`src/rtl/key_event_pkg.sv`:
```
// Shared definitions for the key event queue.
//   EVT_SHORT / EVT_LONG : event type bit stored in the MSB of an event code.
//   event_width()        : width of an event code, {type, key_idx}.
package key_event_pkg;

    localparam logic EVT_SHORT = 1'b0;
    localparam logic EVT_LONG  = 1'b1;

    // Event code is one type bit followed by the key index.
    function automatic int unsigned event_width(input int unsigned nkeys);
        return 1 + $clog2(nkeys);
    endfunction

endpackage

```
`src/rtl/key_event_queue_if.sv`:
```
// Valid/ready event channel from the key event queue to its consumer.
//   ev_valid : head of queue holds an event
//   ev_code  : event at head, {long, key_idx}
//   ev_ready : consumer accepts the head this cycle
// master = event producer, slave = event consumer.
interface key_event_queue_if #(
    parameter int unsigned CodeW = 3
) ();

    logic             ev_valid;
    logic [CodeW-1:0] ev_code;
    logic             ev_ready;

    modport master (
        output ev_valid,
        output ev_code,
        input  ev_ready
    );

    modport slave (
        input  ev_valid,
        input  ev_code,
        output ev_ready
    );

endinterface

```
`src/rtl/event_fifo.sv`:
```
// Small synchronous FIFO holding queued key events.
//   clk, reset : clock, synchronous active-high reset
//   push, din  : write request and data (ignored while full)
//   full       : no free entry
//   pop, dout  : read request (ignored while empty) and head entry
//   count      : number of stored entries
// Simultaneous push and pop are both performed and leave count unchanged.
module event_fifo #(
    parameter int unsigned WIDTH = 3,
    parameter int unsigned DEPTH = 4
) (
    input  logic                     clk,
    input  logic                     reset,
    input  logic                     push,
    input  logic [WIDTH-1:0]         din,
    output logic                     full,
    input  logic                     pop,
    output logic [WIDTH-1:0]         dout,
    output logic [$clog2(DEPTH):0]   count
);

    localparam int unsigned PtrW = $clog2(DEPTH);
    localparam int unsigned CntW = PtrW + 1;
    localparam logic [CntW-1:0] FullCnt = CntW'(DEPTH);

    logic [WIDTH-1:0] mem_q [DEPTH];
    logic [WIDTH-1:0] mem_d [DEPTH];
    logic [PtrW-1:0]  wr_ptr_q, wr_ptr_d;
    logic [PtrW-1:0]  rd_ptr_q, rd_ptr_d;
    logic [CntW-1:0]  count_q, count_d;
    logic             do_push, do_pop;

    assign full    = (count_q == FullCnt);
    assign do_push = push && !full;
    assign do_pop  = pop && (count_q != '0);
    assign dout    = mem_q[rd_ptr_q];
    assign count   = count_q;

    always_comb begin
        mem_d    = mem_q;
        wr_ptr_d = wr_ptr_q;
        rd_ptr_d = rd_ptr_q;
        count_d  = count_q;
        if (do_push) begin
            mem_d[wr_ptr_q] = din;
            // Power-of-two depth: pointers wrap without compare logic.
            wr_ptr_d = wr_ptr_q + PtrW'(1);
        end
        if (do_pop) begin
            rd_ptr_d = rd_ptr_q + PtrW'(1);
        end
        unique case ({do_push, do_pop})
            2'b10:   count_d = count_q + CntW'(1);
            2'b01:   count_d = count_q - CntW'(1);
            default: count_d = count_q;
        endcase
    end

    // Storage needs no reset; validity is tracked by count.
    always_ff @(posedge clk) begin
        mem_q <= mem_d;
    end

    always_ff @(posedge clk) begin
        if (reset) begin
            wr_ptr_q <= '0;
            rd_ptr_q <= '0;
            count_q  <= '0;
        end else begin
            wr_ptr_q <= wr_ptr_d;
            rd_ptr_q <= rd_ptr_d;
            count_q  <= count_d;
        end
    end

endmodule

```
`src/rtl/key_event_queue.sv`:
```
// Turns debounced, idle-high button levels into short/long press events and
// queues them for the vending control FSM.
//   clk, reset : clock, synchronous active-high reset
//   keys_n     : debounced key levels, 0 = pressed
//   ev         : valid/ready event channel (master side)
//   overflow   : sticky, set when an event had to be dropped
// A release before HOLD_LIMIT cycles of hold gives SHORT; reaching the limit
// while held gives LONG immediately and suppresses the later release event.
// Each key has one pending slot; the lowest pending index is written to the
// FIFO each cycle the FIFO has room.
module key_event_queue
    import key_event_pkg::*;
#(
    parameter int unsigned NKEYS      = 4,
    parameter int unsigned DEPTH      = 4,
    parameter int unsigned HOLD_LIMIT = 20'hF4240
) (
    input  logic               clk,
    input  logic               reset,
    input  logic [NKEYS-1:0]   keys_n,
    key_event_queue_if.master  ev,
    output logic               overflow
);

    localparam int unsigned IdxW  = $clog2(NKEYS);
    localparam int unsigned CodeW = event_width(NKEYS);
    localparam int unsigned CntW  = $clog2(HOLD_LIMIT);
    localparam logic [CntW-1:0] HoldMax = CntW'(HOLD_LIMIT - 1);

    logic [NKEYS-1:0] prev_n_q, prev_n_d;
    logic [CntW-1:0]  cnt_q [NKEYS];
    logic [CntW-1:0]  cnt_d [NKEYS];
    logic [NKEYS-1:0] long_done_q, long_done_d;
    logic [NKEYS-1:0] pend_q, pend_d;
    logic [NKEYS-1:0] pend_type_q, pend_type_d;
    logic             overflow_q, overflow_d;

    logic [NKEYS-1:0] grant;
    logic [IdxW-1:0]  grant_idx;
    logic             found;
    logic             push;
    logic [CodeW-1:0] push_code;
    logic [NKEYS-1:0] ev_fire;
    logic [NKEYS-1:0] ev_type;
    logic             fifo_full;
    logic [$clog2(DEPTH):0] fifo_count;

    // Fixed-priority arbiter: lowest pending index wins.
    always_comb begin
        grant     = '0;
        grant_idx = '0;
        found     = 1'b0;
        for (int i = 0; i < NKEYS; i++) begin
            if (pend_q[i] && !found) begin
                found     = 1'b1;
                grant[i]  = 1'b1;
                grant_idx = IdxW'(i);
            end
        end
        push      = found && !fifo_full;
        push_code = {pend_type_q[grant_idx], grant_idx};
    end

    // Per-key edge detection, hold counting and pend slot update.
    always_comb begin
        prev_n_d    = keys_n;
        cnt_d       = cnt_q;
        long_done_d = long_done_q;
        pend_d      = pend_q;
        pend_type_d = pend_type_q;
        overflow_d  = overflow_q;
        ev_fire     = '0;
        ev_type     = '0;

        for (int i = 0; i < NKEYS; i++) begin
            if (push && grant[i]) begin
                pend_d[i] = 1'b0;
            end

            if (keys_n[i]) begin
                cnt_d[i] = '0;
                if (!prev_n_q[i]) begin
                    if (long_done_q[i]) begin
                        long_done_d[i] = 1'b0;
                    end else begin
                        ev_fire[i] = 1'b1;
                        ev_type[i] = EVT_SHORT;
                    end
                end
            end else if (!long_done_q[i]) begin
                if (cnt_q[i] == HoldMax) begin
                    // Counter stays frozen at HoldMax until release.
                    ev_fire[i]     = 1'b1;
                    ev_type[i]     = EVT_LONG;
                    long_done_d[i] = 1'b1;
                end else begin
                    cnt_d[i] = cnt_q[i] + CntW'(1);
                end
            end

            // A slot being drained this cycle is free for the new event.
            if (ev_fire[i]) begin
                if (pend_q[i] && !(push && grant[i])) begin
                    overflow_d = 1'b1;
                end else begin
                    pend_d[i]      = 1'b1;
                    pend_type_d[i] = ev_type[i];
                end
            end
        end
    end

    always_ff @(posedge clk) begin
        if (reset) begin
            prev_n_q    <= '1;
            cnt_q       <= '{default: '0};
            long_done_q <= '0;
            pend_q      <= '0;
            pend_type_q <= '0;
            overflow_q  <= 1'b0;
        end else begin
            prev_n_q    <= prev_n_d;
            cnt_q       <= cnt_d;
            long_done_q <= long_done_d;
            pend_q      <= pend_d;
            pend_type_q <= pend_type_d;
            overflow_q  <= overflow_d;
        end
    end

    event_fifo #(
        .WIDTH (CodeW),
        .DEPTH (DEPTH)
    ) u_event_fifo (
        .clk   (clk),
        .reset (reset),
        .push  (push),
        .din   (push_code),
        .full  (fifo_full),
        .pop   (ev.ev_ready),
        .dout  (ev.ev_code),
        .count (fifo_count)
    );

    assign ev.ev_valid = (fifo_count != '0);
    assign overflow    = overflow_q;

endmodule

```
`src/flat_wrapper.sv`:
```
// flat-port wrapper written by rule: the top's interface ports become plain ports
module key_event_queue_flat import key_event_pkg::*;
#(
    parameter int unsigned NKEYS      = 4,
    parameter int unsigned DEPTH      = 4,
    parameter int unsigned HOLD_LIMIT = 20'hF4240
)
  (clk, reset, keys_n, overflow, ev_ev_valid, ev_ev_code, ev_ev_ready);
  key_event_queue_if #(.CodeW(3)) ev_i ();
  input  logic clk;
  input  logic reset;
  input  logic [NKEYS-1:0] keys_n;
  output logic overflow;
  output wire logic [$bits(ev_i.ev_valid)-1:0] ev_ev_valid;
  output wire logic [$bits(ev_i.ev_code)-1:0] ev_ev_code;
  input wire logic [$bits(ev_i.ev_ready)-1:0] ev_ev_ready;
  assign ev_ev_valid = ev_i.ev_valid;
  assign ev_ev_code = ev_i.ev_code;
  assign ev_i.ev_ready = ev_ev_ready;
  key_event_queue #(.NKEYS(NKEYS), .DEPTH(DEPTH), .HOLD_LIMIT(HOLD_LIMIT)) u_core (.clk(clk), .reset(reset), .keys_n(keys_n), .ev(ev_i), .overflow(overflow));
endmodule
```
`config.mk`:
```
export PLATFORM = sky130hd
export DESIGN_NAME = key_event_queue_flat
export DESIGN_NICKNAME = d
export VERILOG_FILES = /design/src/rtl/key_event_pkg.sv /design/src/rtl/key_event_queue_if.sv /design/src/rtl/event_fifo.sv /design/src/rtl/key_event_queue.sv /design/src/flat_wrapper.sv
export SDC_FILE = /design/constraint.sdc
export NUM_CORES = 1
export LEC_CHECK = 0
export ABC_AREA = 1
export BUFFER_PORTS_ARGS = -buffer_cell sky130_fd_sc_hd__buf_2
export CORE_MARGIN = 5
export CORE_UTILIZATION = 45
export CTS_CLUSTER_SIZE = 24
export DETAILED_ROUTE_END_ITERATION = 16
export SYNTH_ARGS = -nofsm -noshare
export SYNTH_HDL_FRONTEND = slang
export SYNTH_SLANG_ARGS = --single-unit
```
`constraint.sdc`:
```
create_clock -name clk -period 2.9 [get_ports clk]
set_input_delay 0.435 -clock clk [delete_from_list [all_inputs] [get_ports clk]]
set_output_delay 0.435 -clock clk [all_outputs]
set_load 0.02 [all_outputs]
```
# Yosys cells after proc, flatten, opt, wreduce, memory -nomap -nowiden
# Cells that the tools add are included.
# W data, S select, Z words.
# word_totals
register_bits	116
inputBits	7
output_inout_bits	5
wordCells	171
# op_classes
add_sub_neg	8
order_cmp	4
eq_ne	11
n_mux	75
bitwise	14
n_reduce_logical	37
# ops
op	count
$add A20 B1 Y20 const B	4
$eq A20 B20 Y1 const B	4
$mux W1	65
$reduce_and A2 Y1	8
$logic_and A1 B1 Y1	15
$bwmux W12	1
$not A1 Y1	12
$mux W3	3
$logic_not A1 Y1	8
$ne A2 B2 Y1 const B	4
$reduce_or A2 Y1	4
$bmux W3 S2	1
$demux W3 S2	1
$ge A3 B3 Y1 const B	2
$not A2 Y3	2
$pmux W3 S2	1
$add A2 B1 Y2 const B	2
$mux W2	2
$add A3 B1 Y3 const B	1
$eq A3 B3 Y1 const B	1
$lt A2 B3 Y1 const B	1
$lt A3 B1 Y1 const B	1
$reduce_bool A3 Y1	1
$sub A3 B1 Y3 const B	1
4 further kinds	4

# Depth between registers and ports, before layout
# depth
ltp_word	22
ltp_mapped	12
depth_no_buf	12

# Hierarchy
# A second synthesis with hierarchy kept.
# unflattened
cells_unflattened	934
area_unflattened_um2	6418.7
# modules_own_cells
module	n_inst	cells_each	area_each_um2	seq_area_each_um2
key_event_queue	1	839	5507.8	1941.9
event_fifo	1	95	910.9	500.5

# Least setup slack after synthesis
# Ideal clock, no wire load.
# synth_path
path_kind	reg2reg
startpoint	register u_core.pend_q[0]
endpoint	register u_core.u_event_fifo.count_q[2], in the netlist u_core.u_event_fifo.count[2]
setup_ns	0.122
t_arrival_ns	1.910
t_required_ns	2.778
setup_slack_ns	0.868
path_stages_with_launch	13
n_path_buf	0
period_less_slack_ns	2.032
cell_sequence	dfxtp_1 > inv_1 > nand2_1 > nor2_1 > nand2_1 > nand2_1 > ha_1 > inv_1 > fa_1 > a21oi_1 > o21ai_0 > o21ai_0 > a21oi_1
# synth_between
elab_chain_cells	14
# synth_lines
item	line	text
start, declared	key_event_queue.sv:34	logic [NKEYS-1:0] pend_q, pend_d;
start signal, assigned	key_event_queue.sv:125	pend_q <= pend_d;
$mux W1 (*)	key_event_queue.sv:54	if (pend_q[i] && !found) begin
$logic_not A1 Y1	key_event_queue.sv:54	
$logic_and A1 B1 Y1	key_event_queue.sv:54	
$mux W1 (*)	key_event_queue.sv:54	
$logic_not A1 Y1	key_event_queue.sv:54	
$logic_and A1 B1 Y1	key_event_queue.sv:54	
$mux W1 (*)	key_event_queue.sv:54	
$logic_not A1 Y1	key_event_queue.sv:54	
$logic_and A1 B1 Y1	key_event_queue.sv:54	
$mux W1 (*)	key_event_queue.sv:54	
$logic_and A1 B1 Y1 (*)	key_event_queue.sv:60	push = found && !fifo_full;
$logic_and A1 B1 Y1 (*)	event_fifo.sv:34	assign do_push = push && !full;
$eq A2 B1 Y1 or $eq A2 B2 Y1 (tied branches)	event_fifo.sv:52	unique case ({do_push, do_pop})
$pmux W3 S2 or $reduce_bool A2 Y1 (tied branches)	n/a	
end signal, assigned	event_fifo.sv:72	count_q <= count_d;
end, declared	event_fifo.sv:30	logic [CntW-1:0] count_q, count_d;
# Mark *: on every way between the ends. The rest lies on a longest branch, timed or not.
# A chain may end at the register's enable or synchronous reset.

# Worst setup path in the final report
# Ends and elaborated chain as after synthesis.

==> impl_metrics.py <==
metrics = {
    "logic_synthesis": {
        "yosys_register_bits": 116,
        "syn_area_um2": 6410,
        "avgSynthCellArea_um2": 6.82,
        "synthesis.yosys.warnings": 0,
        "synthArstFlopShare": 0,
        "synth_ff_type": "dfxtp_1",
        "synth.distinct_cells": 45,
        "synth-edff-count": 12,
        "synthCells": 940,
        "synth_seq_area_share": 0.381,
        "synth_nets": 957,
    },
    "power": {
        "power_uw": 3980,
        "p_leak_uw": 0.00255,
        "switchingPower_uw": 975,
        "clkPwrFrac": 0.481,
        "pwr-share-comb": 0.087,
        "max-vdd-ir-drop_uv": 451,
        "p_sw_frac": 0.245,
        "power_density_nw_per_um2": 560,
        "internal_power_uw": 3010,
        "p_seq_frac": 0.431,
    },
    "final_layout": {
        "final_cell_mix": "nand2_1, nor2_1, dfxtp_1",
        "fin_nets": 969,
        "final_common_cell": "nand2_1",
        "syn_to_final_growth_pct": 10.9,
        "antenna_cells": 0,
        "design_area_um2": 7110,
        "drive_gt1_frac": 0.0777,
        "fill_cells": 1403,
    },
    "critical_path": {
        "worstSetupEndpointType": "register",
        "cp_data_required_time_ps": 3190,
        "startpoint": "u_core.pend_q[0]",
        "critPathLaunchType": "register",
        "cpPeakStageDelay_ps": 440,
        "critPathTopFamily": "adder cells",
        "crit_top_cell": "nand2_1",
        "critPathKind": "reg2reg",
        "path_buf_inv": 2,
        "r2r-start": "u_core.pend_q[0]",
        "crit_slowest_cell": "fa_1",
        "critPathMaxFanout": 9,
        "critPathArrivalTime_ps": 2560,
        "crit_chain": "inv_1, nand2_1, nor2_1, nand2_1, nand2_1, ha_1, inv_1, fa_1, a21oi_1, o21ai_0, o21ai_0, a21oi_1",
    },
    "timing": {
        "fin_crit_sh": 0.781,
        "skew_ps": 9.36,
        "timing.fmax_mhz": 441,
        "finalHoldViolCount": 0,
        "setup_tns_ps": 0,
        "slew_violations": 0,
        "worst_slew_pin_slew_ps": 746,
        "max_slew_margin": 0.501,
        "rsz0062_at_grt": "no",
        "finalSetupViolCount": 0,
        "period_needed_ps": 2270,
    },
    "clocking": {
        "cts_sinks": 116,
        "cts_hold_buf": 0,
        "root_buffer": "clkbuf_16",
        "cts_tree": "done",
        "clkLatencyLatePin_ps": 410,
        "path_clk_slew_ps": 50,
        "postCtsResizedCells": 0,
        "cts_buffers": 17,
        "cts_buffer_depth": 2,
        "cts_setup_buffers": 0,
        "ctsHtreeMaxLevel": 4,
    },
    "global_route": {
        "use_met3": 0.0449,
        "grt_max_degree": 28,
        "grt-ovfl-total": 0,
        "grt_pass1_vias": 5283,
        "grt_pass1_wl_um": 24900,
        "grt.total_usage": 0.181,
        "grt_antenna_before_repair": 0,
        "met1_usage": 0.257,
        "busiest_layer": "met2",
        "use_met2": 0.274,
    },
    "floorplanning": {
        "initial_core_util": 0.460,
        "fp.coreArea_um2": 13900,
        "die_h_um": 129,
        "die-area_um2": 16700,
        "rows": 43,
        "io_pins": 12,
        "die_w_um": 129,
    },
    "placement": {
        "placed_cell_area_um2": 6570,
        "place.gp.congestion": 0.886,
        "port_buffers": 11,
        "dp_hpwl_um": 10200,
    },
    "run": {
        "max-cap-violations": 0,
    },
    "drt": {
        "via_per_inst": 5.07,
        "dr.pass1.iters": 5,
        "final_antenna_net_count": 0,
        "route.detailed.drc": 0,
        "drt_wl_total_um": 14300,
        "drt-initial-drc-count": 354,
        "avgRoutedWirePerCell_um": 12.5,
        "vias": 5803,
    },
    "hold_path": {
        "hold_path.startpoint": "keys_n[2]",
        "hold_class": "in2reg",
    },
    "run_status": {
        "status": "complete, no violations",
    },
}
## final timing paths
path	endpoint	slack (ps)	cells past startpoint
worst max register to register	u_core.u_event_fifo.count[2]	630	12
worst min-delay path	u_core.long_done_q[2]	280	2
worst max-delay path	u_core.u_event_fifo.count[2]	630	12
worst min register to register	u_core.long_done_q[2]	480	2
## registers in the layout (all words and copies together) (netlist names)
signal,count
u_core.cnt_q,80
u_core.u_event_fifo.mem_q,12
u_core.long_done_q,4
u_core.pend_q,4
u_core.pend_type_q,4
u_core.prev_n_q,4
u_core.u_event_fifo.count,3
u_core.u_event_fifo.rd_ptr_q,2
u_core.u_event_fifo.wr_ptr_q,2
u_core.overflow,1
## kinds of logic after synthesis
group | synth area share
compound gates | 0.111
buf+inv | 0.0860
simple gates | 0.349
fa+ha+maj | 0.0207
xor+xnor | 0.0532
flops | 0.381
## synth_stat cells, drive strengths merged, types with 4 or more instances
library cell | count | area (µm²)
edfxtp | 12 | 360
nand3b | 6 | 45.0
dfxtp | 104 | 2080
o21ai | 42 | 210
nor3 | 26 | 130
xor2 | 30 | 263
buf | 16 | 138
ha | 9 | 113
o22ai | 4 | 25.0
a21oi | 82 | 418
nor2 | 133 | 546
xnor2 | 9 | 78.8
nand3 | 39 | 205
nand4 | 32 | 200
clkbuf | 6 | 22.5
nand2 | 266 | 1020
inv | 103 | 387
## area by class of cell
type | count | area, µm² | share of cell area
repair buffers | 15 | 85.1 | 0.0120
clock buffers | 28 | 527 | 0.0741
well taps | 180 | 225 | 0.0317
clock inverters | 4 | 20.0 | 0.00281
flip-flops and latches | 116 | 2440 | 0.343
inverters | 104 | 392 | 0.0551
multi-input cells | 698 | 3420 | 0.481
## through the flow
step                      hold slack (ps)   util  std cells  setup slack [ps]
final                                 282  0.510       1145               635
after global routing                  283  0.510       1145               395
after floorplan                       439      -        940               868
after global placement                467  0.471       1113               689
after CTS                             270  0.510       1145               641
after detailed placement              470  0.471       1113               695
## power by group through the flow
stage               logic (µW)  registers [µW]  clock network (µW)
finish                     347            1720                1920
global placement           345            1750                   0
global route               404            1720                2040
detailed placement         347            1750                   0
floorplan                  251            1740                   0
CTS                        354            1720                1960
## routing by layer
layer  wire length [µm]  part of all wire
met3                557             0.039
met1               7310              0.51
met5                  0                 0
met4                142            0.0099
met2               6270              0.44
(Power assumes the default switching activity.)
